File: src/rtl/opb_register_bank_simulink2ppc.sv
// OPB register bank: C_NUM_CH read-only user channels with per-channel valid
// qualification, live/snapshot mode, atomic snap capture and a snap counter.
// Map (word offsets): 0 CTRL, 1 STATUS, 2 TSTAMP, 4+i CH[i]; everything else reads 0.
// Optional feature macro: OPB_REG_BANK_TSTAMP_EN adds a free-running cycle
// counter whose value is latched into TSTAMP on every snap.
module opb_register_bank_simulink2ppc #(
    parameter logic [31:0] C_BASEADDR   = 32'h01002100,
    parameter logic [31:0] C_HIGHADDR   = 32'h010021FF,
    parameter int          C_OPB_AWIDTH = 32,
    parameter int          C_OPB_DWIDTH = 32,
    parameter              C_FAMILY     = "virtex6",
    parameter int          C_NUM_CH     = 4,
    parameter int          C_DATA_W     = 32
) (
    input  logic                         OPB_Clk,
    input  logic                         OPB_Rst,
    input  logic [0:31]                  OPB_ABus,
    input  logic [0:3]                   OPB_BE,
    input  logic [0:31]                  OPB_DBus,
    input  logic                         OPB_RNW,
    input  logic                         OPB_select,
    input  logic                         OPB_seqAddr,
    output logic [0:31]                  Sl_DBus,
    output logic                         Sl_xferAck,
    output logic                         Sl_errAck,
    output logic                         Sl_retry,
    output logic                         Sl_toutSup,
    input  logic [C_NUM_CH*C_DATA_W-1:0] user_data_in,
    input  logic [C_NUM_CH-1:0]          user_valid_in
);

    // Parameter sanity; the address window must cover every channel.
    if (C_NUM_CH < 1 || C_NUM_CH > 32) begin : g_bad_num_ch
        $error("C_NUM_CH must be 1..32");
    end
    if (C_DATA_W < 1 || C_DATA_W > 32) begin : g_bad_data_w
        $error("C_DATA_W must be 1..32");
    end
    if (C_OPB_AWIDTH != 32 || C_OPB_DWIDTH != 32) begin : g_bad_opb_w
        $error("OPB address and data widths must be 32");
    end
    if ((64'(C_HIGHADDR) - 64'(C_BASEADDR) + 64'd1) < 64'(16 + 4*C_NUM_CH)) begin : g_bad_window
        $error("C_HIGHADDR-C_BASEADDR+1 too small for C_NUM_CH channels");
    end
    if (C_FAMILY == "") begin : g_bad_family
        $error("C_FAMILY must be set");
    end

    logic [31:0] addr, offset, rd_data, tstamp_rd;
    logic [29:0] word;
    logic        hit, req, ctrl_wr, snap, mode;
    logic [15:0] snap_count;
    logic [C_NUM_CH-1:0][C_DATA_W-1:0] shadow;

    // Bits the bank never looks at.
    logic unused_bits;
    assign unused_bits = ^{OPB_seqAddr, OPB_BE[0:2], OPB_DBus[0:29], offset[1:0]};

    assign addr    = OPB_ABus;
    assign offset  = addr - C_BASEADDR;
    assign word    = offset[31:2];
    assign hit     = OPB_select && (addr >= C_BASEADDR) && (addr <= C_HIGHADDR);
    // A request is accepted only on a cycle where ack is low, so a held select
    // is acknowledged every other cycle.
    assign req     = hit && !Sl_xferAck;
    assign ctrl_wr = req && !OPB_RNW && (word == 30'd0) && OPB_BE[3];
    assign snap    = ctrl_wr && OPB_DBus[30];

    assign Sl_errAck  = 1'b0;
    assign Sl_retry   = 1'b0;
    assign Sl_toutSup = 1'b0;

    // Read mux over the current (pre-update) register state.
    always_comb begin
        rd_data = '0;
        case (word)
            30'd0:   rd_data = {31'd0, mode};
            30'd1:   rd_data = {16'd0, snap_count};
            30'd2:   rd_data = tstamp_rd;
            default: rd_data = '0;
        endcase
        for (int i = 0; i < C_NUM_CH; i++) begin
            if (word == 30'(4 + i)) rd_data = 32'(shadow[i]);
        end
    end

    // Handshake and read data; the bus stays zero outside the ack cycle.
    always_ff @(posedge OPB_Clk) begin
        if (OPB_Rst) begin
            Sl_xferAck <= 1'b0;
            Sl_DBus    <= '0;
        end else begin
            Sl_xferAck <= req;
            Sl_DBus    <= (req && OPB_RNW) ? rd_data : 32'd0;
        end
    end

    // CTRL mode bit and snap counter; a snap written with a new mode captures
    // first and the new mode governs from the following cycle.
    always_ff @(posedge OPB_Clk) begin
        if (OPB_Rst) begin
            mode       <= 1'b0;
            snap_count <= '0;
        end else begin
            if (ctrl_wr) mode <= OPB_DBus[31];
            if (snap)    snap_count <= snap_count + 16'd1;
        end
    end

    // Shadow registers: snap captures all channels at once, otherwise live
    // mode follows each channel's valid and snapshot mode holds.
    always_ff @(posedge OPB_Clk) begin
        if (OPB_Rst) begin
            shadow <= '0;
        end else if (snap) begin
            shadow <= user_data_in;
        end else if (!mode) begin
            for (int i = 0; i < C_NUM_CH; i++) begin
                if (user_valid_in[i]) shadow[i] <= user_data_in[i*C_DATA_W +: C_DATA_W];
            end
        end
    end

`ifdef OPB_REG_BANK_TSTAMP_EN
    logic [31:0] cycle_cnt, tstamp;

    // Free-running cycle counter, latched into TSTAMP on each snap.
    always_ff @(posedge OPB_Clk) begin
        if (OPB_Rst) begin
            cycle_cnt <= '0;
            tstamp    <= '0;
        end else begin
            cycle_cnt <= cycle_cnt + 32'd1;
            if (snap) tstamp <= cycle_cnt;
        end
    end
    assign tstamp_rd = tstamp;
`else
    assign tstamp_rd = '0;
`endif

endmodule

File: config.mk
export PLATFORM = sky130hd
export DESIGN_NAME = opb_register_bank_simulink2ppc
export DESIGN_NICKNAME = d
export VERILOG_FILES = /design/src/rtl/opb_register_bank_simulink2ppc.sv
export SDC_FILE = /design/constraint.sdc
export NUM_CORES = 1
export LEC_CHECK = 0
export CAP_MARGIN = 15
export CORE_UTILIZATION = 25
export DETAILED_ROUTE_END_ITERATION = 10
export SLEW_MARGIN = 0
export SYNTH_ARGS = -nofsm -noshare
export SYNTH_HDL_FRONTEND = slang
export SYNTH_SLANG_ARGS = --single-unit
File: constraint.sdc
create_clock -name OPB_Clk -period 2.95 [get_ports OPB_Clk]
set_input_delay 0.295 -clock OPB_Clk [delete_from_list [all_inputs] [get_ports OPB_Clk]]
set_output_delay 0.295 -clock OPB_Clk [all_outputs]
set_load 0.005 [all_outputs]
# Word level (Yosys, flattened, before mapping)
# Index checks and enable logic that the tools add are counted.
# classes
n_addsub	2
magnitude_cmp	2
eq_ne	6
mux	11
bitwise	1
n_reduce_logical	20
# op_table
op	count
$mux 128	2
$mux 32	8
$eq 30x3->1 const B	4
$ge 32x25->1 const B	1
$le 32x25->1 const B	1
$pmux 16 s2	1
$sub 32x25->32 const B	1
$eq 30x1->1 const B	1
$logic_not 30->1	1
$add 16x1->16 const B	1
$logic_and 1x1->1	8
$reduce_and 2->1	4
$reduce_bool 2->1	4
$logic_not 1->1	2
$ne 2x2->1 const B	1
$reduce_or 2->1	1
$not 1->1	1
# word_totals
register_bits	178
inputBits	205
wordCells	50

# Longest topological paths before layout
# depth
ltp_word	10
ltp_mapped	9

# Worst setup path before layout
# Ideal clock, no wire load.
# synth_timing
kind	input -> register
from	in OPB_ABus[10] (netlist bit)
to	reg snap_count[10]
setup_ns	0.123
t_arrival_ns	2.551
required_time_ns	2.827
slack_ns	0.276
cell_stages	6
n_path_buf	0
cell_sequence	or4b_1 -> or4_4 -> nor4_4 -> nand4_2 -> or4_1 -> mux2_1
# synth_via
elab_chain_cells	8
# synth_lines
item	line_no	source
from (decl)	17	input logic [0:31] OPB_ABus,
branches (longest 5 deep; another with $sub 32x25->32)	--	
$logic_and 1x1->1 * (2 in series)	66	assign ctrl_wr = req && !OPB_RNW && (word == 30'd0) && OPB_BE[3];
$logic_and 1x1->1 *	67	assign snap = ctrl_wr && OPB_DBus[30];
to (signal assigned)	106	if (snap) snap_count <= snap_count + 16'd1;
to (decl)	52	logic [15:0] snap_count;
# Mark *: on every way between the ends.
# A chain may end at the register's enable or synchronous reset.

# Worst setup path in the final report
# layout_timing
from	in OPB_ABus[10] (netlist bit)
to	reg snap_count[11]
# The elaborated chain is that of the path after synthesis.

==> out/metrics.cfg <==
[outcome]
status=finished clean

[worst_setup_path]
path_class=primary input to flop
cp_max_fo=24
r2r_end=shadow[28]
crit_chain=clkdlybuf4s50_1 > or4b_1 > or4_4 > nor4_4 > nand4_2 > buf_4 > nor4_1 > mux2_2
crit_required_ns=3.27
end_kind=flop
r2r_slack_ns=0.66
reg2reg_depth=10
slowest_stage=or4b_1
cp-endpoint=snap_count[11]
worst_setup_path_start_kind=primary input
cp.arrival_ns=3.13
startpoint=OPB_ABus[10]
r2r_start=Sl_xferAck
cpPeakStageDelay_ns=0.54

[grt]
antenna_found_initial=0
grt_pass1_vias=8006
grt_max_degree=147
gr-total-overflow=0
grt_pass1_wl_mm=43.95
grt_usage_pct=15.97

[power]
powerDensity_nw_per_um2=484.3
ir_worst_vdd_v=0.0003969
p_total_w=0.005838
p_leak_nw=4.917

[hold_path]
hp-class=primary input to flop

[detailed_routing]
drtPass1Iterations=5
wire_per_inst_um=16.34
drc=0
drtIter0Drc=555
ant_nets=0
vias=7988
wl_mm=27.81
viasPerCell=4.693

[place]
dp_slack_ns=-0.3431
gp_congestion=0.8359
port_buffers=201
hpwl_mm=20.29

[final_layout]
layout_common_cells=310 x nand2_1, 199 x clkdlybuf4s50_1, 178 x dfxtp_1
diodes=0
fill_cells=3491
syn2layout_area_growth_pct=39.88
final_common_cell=nand2_1
fin_nets=1448
drive_gt1_share_pct=9.888

[clock_tree]
cts_setup_buffers=0
cts_tree=built
max-clock-path-buffers=2
cts_inserted_buffers=17
clkTransAtPathRegs_ns=0.07
cts_hold_buf=0
htree_levels=4
clk_latency_ns=0.44
clock_sinks=178
cts-root-buf=clkbuf_16

[timing]
finalClockSkew_ns=0.01268
clock.fmax_mhz=355.8
whs_ns=0.4002
fin_crit_ns=2.810
slew_viol_final=0
tightest_slew_ns=1.061
fin_ws_ns=0.1397
hold_viol=0
rsz0062_at_grt=false
fin_crit_sh_pct=95.26
relSlewSlack_pct=27.22
setup_viol=0

[job]
maxCapViolCount=0

[synthesis]
synthCells=1042
synthArstFlopShare_pct=0
synth_cell_types=54
ys_ff_latch=178
synthesis.area_um2=8618
syn_area_per_cell_um2=8.271
yosys_warnings=0
yosysSeqAreaShare_pct=41.35
synth_edf_count=0
synth_top_flop_cell=dfxtp_1

[floorplanning]
rows=67
start_util_pct=25.57
die_h_um=187.7
die-area_um2=35220
die_x_um=187.7
io_pins=241
core_area_um2=33700

[Yosys cell counts, drive strengths merged, types with 15 or more instances]
cell	instances	area, µm²
clkbuf	63	236.5
a2111oi	15	137.6
nand2b	15	93.84
dfxtp	178	3563
a22oi	19	197.7
inv	35	131.4
nand2	310	1164
o21ai	77	385.4
buf	19	131.4
nor2	29	108.9
mux2i	130	1301
nand3	25	125.1
[where the power goes]
group	total, W	internal [W]	leakage (nW)	switching [W]
clock	0.00248	0.00143	0.308	0.00105
sequential	0.00257	0.00251	1.46	0.0000564
combinational	0.000784	0.000409	3.15	0.000374
total	0.00584	0.00435	4.92	0.00148
[critical path: cells and delay by family]
family                 cells  cell delay [ns]
buffers and inverters      2             0.70
multiplexers               1             0.36
AND/OR/NAND/NOR            5             1.78
[worst min path at each step]
stage	slack (ns)	cells past startpoint	startpoint	endpoint
final	0.40	3	user_data_in[64]	shadow[64]
after global placement	0.44	2	shadow[16]	shadow[16]
after CTS	0.38	3	user_data_in[49]	shadow[49]
after global routing	0.39	3	user_data_in[64]	shadow[64]
after detailed placement	0.45	2	shadow[125]	Sl_DBus[2]
after floorplan	0.43	2	shadow[111]	shadow[111]
[stage by stage]
| step | instances | cell area (µm²) | util (%) | setup TNS (ns) |
|---|---|---|---|---|
| 6_report | 1702 | 12060 | 35.77 | 0 |
| 4_1_cts | 1702 | 12050 | 35.77 | 0 |
| 3_5_place_dp | 1671 | 11430 | 33.91 | -26.62 |
| 3_3_place_gp | 1671 | 11430 | 33.91 | -19.72 |
| 5_1_grt | 1702 | 12060 | 35.77 | 0 |
| 2_1_floorplan | 1044 | 8626 | - | 0 |
[cell type report]
class	instances	area (µm²)	area share, %
Clock buffer	17	425.4	3.529
Clock inverter	14	200.2	1.661
Inverter	35	138.9	1.152
Multi-Input combinational cell	749	4564	37.86
Sequential cell	178	3563	29.56
Tap cell	448	560.5	4.650
Timing Repair Buffer	261	2603	21.59
[cell families (layout without fill, tap and decap cells)]
logic type / count (synthesis) / in the layout / synth area share [%]
compound gates: 157 / 157 / 12.83
xor+xnor: 2 / 2 / 0.2033
fa+ha+maj: 1 / 1 / 0.1452
buf+inv: 117 / 327 / 5.793
flops: 178 / 178 / 41.35
mux: 141 / 141 / 16.93
other cells: 1 / 3 / 0.04351
simple gates: 445 / 445 / 22.71
[routing by layer]
metal | wire (µm) | vias to the layer above | part of all wire [%] | GRT usage (%)
li1 | - | 3980 | - | -
met1 | 13350 | 3789 | 48 | 21.54
met2 | 12970 | 196 | 47 | 25.90
met3 | 1162 | 23 | 4.2 | 3.144
met4 | 330 | 0 | 1.2 | 4.096
met5 | 0 | - | 0 | 0
[sequential cells by signal, summed over array words and instances, names as in the netlist]
| signal | count |
|---|---|
| mode | 1 |
| Sl_DBus | 32 |
| snap_count | 16 |
| Sl_xferAck | 1 |
| shadow | 128 |
[repair_timing]
action                     CTS  global route
setup endpoints to repair    0             1
hold endpoints to repair     0             0
gates resized for setup      0             1
No activity file was read; power rests on OpenSTA's default activity.
==> RTL edit 1, RTL diff (same settings) <==
Build with the macro `OPB_REG_BANK_TSTAMP_EN` defined.
--- a/src/rtl/opb_register_bank_simulink2ppc.sv
+++ b/src/rtl/opb_register_bank_simulink2ppc.sv
@@ -4,4 +4,6 @@
 // Optional feature macro: OPB_REG_BANK_TSTAMP_EN adds a free-running cycle
 // counter whose value is latched into TSTAMP on every snap.
+`define OPB_REG_BANK_TSTAMP_EN
+
 module opb_register_bank_simulink2ppc #(
     parameter logic [31:0] C_BASEADDR   = 32'h01002100,
Formal check against the unedited RTL: not equivalent (Yosys sat finds a counterexample within 10 cycles, from zero or initial values and one cycle with OPB_Rst high).
==> RTL edit 1 against the original RTL <==
Synthesized cell count is 9.2% higher. Cell area rose by 15%. Die area up 17%. Sequential cell count up 64. First-iteration DRC count decreased by 7.0%. Final cell count up 9.9%. Wire length grew 13%. Area after synthesis is 18% higher. Worst setup slack gained 610 ps. Total power rose by 30%. Critical endpoint is now snap_count[7]$_SDFFE_PP0P_.
==> RTL edit 1: results (changes against the original RTL) <==
worst flop-to-flop path endpoint snap_count[7]$_SDFFE_PP0P_; HPWL after detailed placement 22500 µm (+11%); Data arrival, critical path 2670 ps (-460 ps); initial antenna violation count 1 (+1); fin cells 1871 (+9.9%); synth top area cells dfxtp_1 (48%), mux2i_1 (14%), nor2_1 (7.9%), nand2_1 (4.5%), a21oi_1 (3.4%); Max clock buf depth 3 (+1); 1st-iter DRT viols 516 (-7.0%); status finished clean; worst-path fanout max 8 (-67%); clock skew 21.26 ps (+8.582 ps); post-synthesis adder-cell area fraction 0.2471% (+0.10 points); mux contribution to synthesized area 14.44% (-2.5 points); TritonCTS buffer count 27 (+10); R2R depth 7 (-3); worst rel slew slack 41.67% (+14 points); Static Leak 5.197 nW (+5.7%); clk_lat worst skew 550 ps (+110 ps); Post-Synthesis Cells 1138 (+9.2%); hold endpoint shadow[10]$_SDFFE_PP0P_; ratio of cells with drive above 1 in the final layout 8.178% (-1.7 points); Nets 1531 (+5.7%); gp weighted congestion 0.8188 (-2.0%); Placed Instances 1820 (+8.9%); first-pass GRT wire length 48890 µm (+11%)
RTL edit 1: cell types whose count changed after synthesis, moves of 18 or more:
cell and delta:
o21ai_0 -18, nor2_1 +183, inv_1 -28, xor2_1 +23, dfxtp_1 +64, nand2_1 -188, a21oi_1 +65, or3_1 +23
RTL edit 1: per-stage QoR:
| stage | hold slack, ps | total power, mW | utilization, % | worst slack, ps |
|---|---|---|---|---|
| floorplan | 387.3 | 3.795 | - | 949.9 |
| global placement | 440.2 | 4.146 | 32.52 | 284.4 |
| detailed placement | 445.8 | 4.157 | 32.52 | 247.7 |
| CTS | 89.83 | 7.675 | 34.88 | 684.1 |
| global route | 97.99 | 7.899 | 34.89 | 579.5 |
| finish | 91.54 | 7.610 | 34.89 | 747.0 |
RTL edit 1: kinds of logic (layout without fill, tap and decap cells):
group,count (synthesis),count (layout)
buf+inv,87,292
compound gates,180,180
other cells,1,4
fa+ha+maj,2,2
mux,146,146
flops,242,242
simple gates,450,450
xor+xnor,30,30
RTL edit 1: how the worst max path moves through the flow:
stage                               start                           to  depth (start not counted)
floorplan                    OPB_ABus[21]       Sl_DBus[19]$_SDFF_PP0_                          7
global placement             OPB_ABus[25]       Sl_DBus[18]$_SDFF_PP0_                          7
detailed placement            OPB_ABus[1]  snap_count[13]$_SDFFE_PP0P_                          8
CTS                 Sl_xferAck$_SDFF_PP0_  snap_count[13]$_SDFFE_PP0P_                          7
finish              Sl_xferAck$_SDFF_PP0_   snap_count[7]$_SDFFE_PP0P_                          7
global route        Sl_xferAck$_SDFF_PP0_  snap_count[13]$_SDFFE_PP0P_                          7
RTL edit 1: final cells by class:
class,count,area (µm²),share of cell area [%]
Multi-Input combinational cell,811,4996,35.96
Antenna cell,1,2.502,0.01801
Tap cell,525,656.9,4.728
Clock buffer,33,728.2,5.241
Clock inverter,17,214.0,1.540
Inverter,7,26.28,0.1891
Sequential cell,242,4845,34.87
Timing Repair Buffer,235,2426,17.46
RTL edit 1: power by group through the flow:
stage / Clock [mW] / Combinational (mW) / Sequential, mW
after floorplan: 0 / 0.309 / 3.49
after global placement: 0 / 0.644 / 3.50
after detailed placement: 0 / 0.650 / 3.51
after CTS: 3.59 / 0.655 / 3.44
after global routing: 3.75 / 0.703 / 3.44
final: 3.53 / 0.649 / 3.44
RTL edit 1: critical path, stage by stage (launching register included):
cell and delay [ps]:
dfxtp_1 320, nor4b_2 260, buf_4 190, nand4_1 120, nor3_2 180, nand3_1 310
or4_1 600, a21oi_1 150
RTL edit 1: per-layer routing:
layer,vias up,share of wire [%],global-route usage (%)
met1,4162,43,18.79
met4,0,3.1,5.236
met3,53,5.5,2.397
met5,-,0,0
met2,239,48,25.54
li1,4317,-,-
==> RTL edit 2, RTL diff (config.mk and constraints unchanged) <==
Made on the original files. Set the parameter `C_NUM_CH` to 8 (it was 4).
--- a/src/rtl/opb_register_bank_simulink2ppc.sv
+++ b/src/rtl/opb_register_bank_simulink2ppc.sv
@@ -10,5 +10,5 @@
     parameter int          C_OPB_DWIDTH = 32,
     parameter              C_FAMILY     = "virtex6",
-    parameter int          C_NUM_CH     = 4,
+    parameter int          C_NUM_CH     = 8,
     parameter int          C_DATA_W     = 32
 ) (
Ports: changed (resized user_data_in and user_valid_in); port bits go from 241 to 373. The function was not compared with the original's and may differ.
==> RTL edit 2 against the original RTL <==
Total power rose by 89%. Cell area rose by 68%. Worst setup slack improved by 98 ps. Wire length rose by 100%. First-iteration DRC count rose by 43%. Sequential cell count rose by 128. Area after synthesis rose by 66%. Critical endpoint is now Sl_DBus[22]$_SDFF_PP0_. Fmax rose by 3.6%.
==> RTL edit 2: results (changes against the original RTL) <==
Port Buf Inserts 333 (+66%); CP startpoint OPB_ABus[18]; post-DR vias/cell 4.772 (+1.7%); worst min path class input port to register; Seq/Total Area, Yosys 42.73% (+1.4 points); Synth Area in Compound Gates 11.13% (-1.7 points); Top FF cell, synth dfxtp_1; H-tree depth 2 (-2); Slowest Stage Delay on Critical Path roughly 530 ps; Nets 2309 (+59%); initial antenna violation count 13 (+13); Regs by FF count shadow: 256 flops, Sl_DBus: 32 flops, snap_count: 16 flops; post-place setup slack -289.0 ps (+54.06 ps); post-synth cell types 63 (+17%); Fillers 5665 (+62%); clk slew on worst S/H paths approximately 60 ps; wire per inst 20.12 µm (+23%); Commonest cells post-synth nand2_1 (489), dfxtp_1 (306), mux2i_1 (238), clkbuf_1 (101), a21oi_1 (89); Hold WS 282.5 ps (-117.7 ps); ratio of cells with drive above 1 in the final layout 11.15% (+1.3 points); post-CTS resize count 0 (unchanged); GRT Overall Usage 18.74% (+2.8 points); Static Leak 8.096 nW (+65%); fin cells 2763 (+62%); worst rel slew slack 30.39% (+3.2 points); 1st-iter DRT viols 795 (+43%); Slowest-stage cell, CP clkdlybuf4s50_1; maximum VDD drop 0.0003329 V (-16%); hold_sp user_data_in[142]; largest net degree at the start of global routing 112 (-24%); Placed Instances 2687 (+61%); Max clock buf depth 3 (+1); status finished clean; mux contribution to synthesized area 20.86% (+3.9 points); Synth async-reset ratio 0% (unchanged); synth top area cells dfxtp_1 (43%), mux2i_1 (17%), nand2_1 (13%), mux4_2 (3.3%), a21oi_1 (3.1%); clk_lat worst skew 560 ps (+120 ps); vias in the first global route 13170 (+65%); drt first pass iters 5 (unchanged); Placed Area 18900 µm² (+65%); Data arrival, critical path 3130 ps (about the same); HPWL after detailed placement 42680 µm (+110%); hold_buf cts 0 (unchanged); period utilization 91.94% (-3.3 points); first-pass GRT wire length 81230 µm (+85%); gp weighted congestion 0.8566 (+2.5%); post-synthesis adder-cell area fraction 0.08727% (-0.058 points); Root Driver clkbuf_16; R2R depth 6 (-4); TritonCTS buffer count 38 (+21); clock skew 15.45 ps (+2.764 ps); worst-path fanout max 18 (-25%); Post-Synthesis Cells 1656 (+59%); xor and xnor fraction of the mapped netlist area 0.06109% (-0.14 points); R2R setup slack 790 ps (+130 ps); WHS Path Cells 3 (unchanged); Synth Warn # 0 (unchanged)
## RTL edit 2: changes by cell type in the layout (fill, tap and decap cells not counted), sizes merged, moves of 14 or more
cell           before  now
nand2             310  489
clkdlybuf4s50     199  330
dfxtp             178  306
mux2i             130  238
a21oi               4   90
clkbuf             17   52
nor2               29   63
or3b                0   31
inv                40   12
nand3              25    5
buf                62   80
mux4                3   21
o32ai              14    0
## RTL edit 2: worst paths after layout
| path | end |
|---|---|
| setup / recovery | Sl_DBus[22]$_SDFF_PP0_ |
| hold reg to reg | shadow[2]$_SDFFE_PP0P_ |
| setup reg to reg | shadow[181]$_SDFFE_PP0P_ |
| hold / removal | shadow[142]$_SDFFE_PP0P_ |
## RTL edit 2: cell type report
| type | instances | area, µm² | area share, % |
|---|---|---|---|
| antenna | 7 | 17.52 | 0.08639 |
| clock buffer | 52 | 1104 | 5.443 |
| clock inverter | 17 | 256.5 | 1.265 |
| inverter | 10 | 45.04 | 0.2222 |
| multi-input combinational | 1205 | 7655 | 37.75 |
| sequential | 306 | 6126 | 30.21 |
| tap | 756 | 945.9 | 4.665 |
| timing repair buffer | 410 | 4126 | 20.35 |
## RTL edit 2: per-layer routing
layer / wire (µm) / up-vias / global-route usage [%]
met1: 24630 / 6338 / 24.34
li1: - / 6373 / -
met3: 3587 / 82 / 4.239
met2: 25770 / 381 / 30.70
met4: 1545 / 12 / 5.811
met5: 71 / - / 0
## RTL edit 2: critical path: cells and delay by family
family | cells | cell delay [ps]
simple gates | 3 | 1050
compound gates | 3 | 1000
buf+inv | 2 | 760
## RTL edit 2: power breakdown
group / total, mW / switching [mW] / internal, mW
clock: 5.06 / 1.91 / 3.15
combinational: 1.47 / 0.706 / 0.765
sequential: 4.49 / 0.132 / 4.36
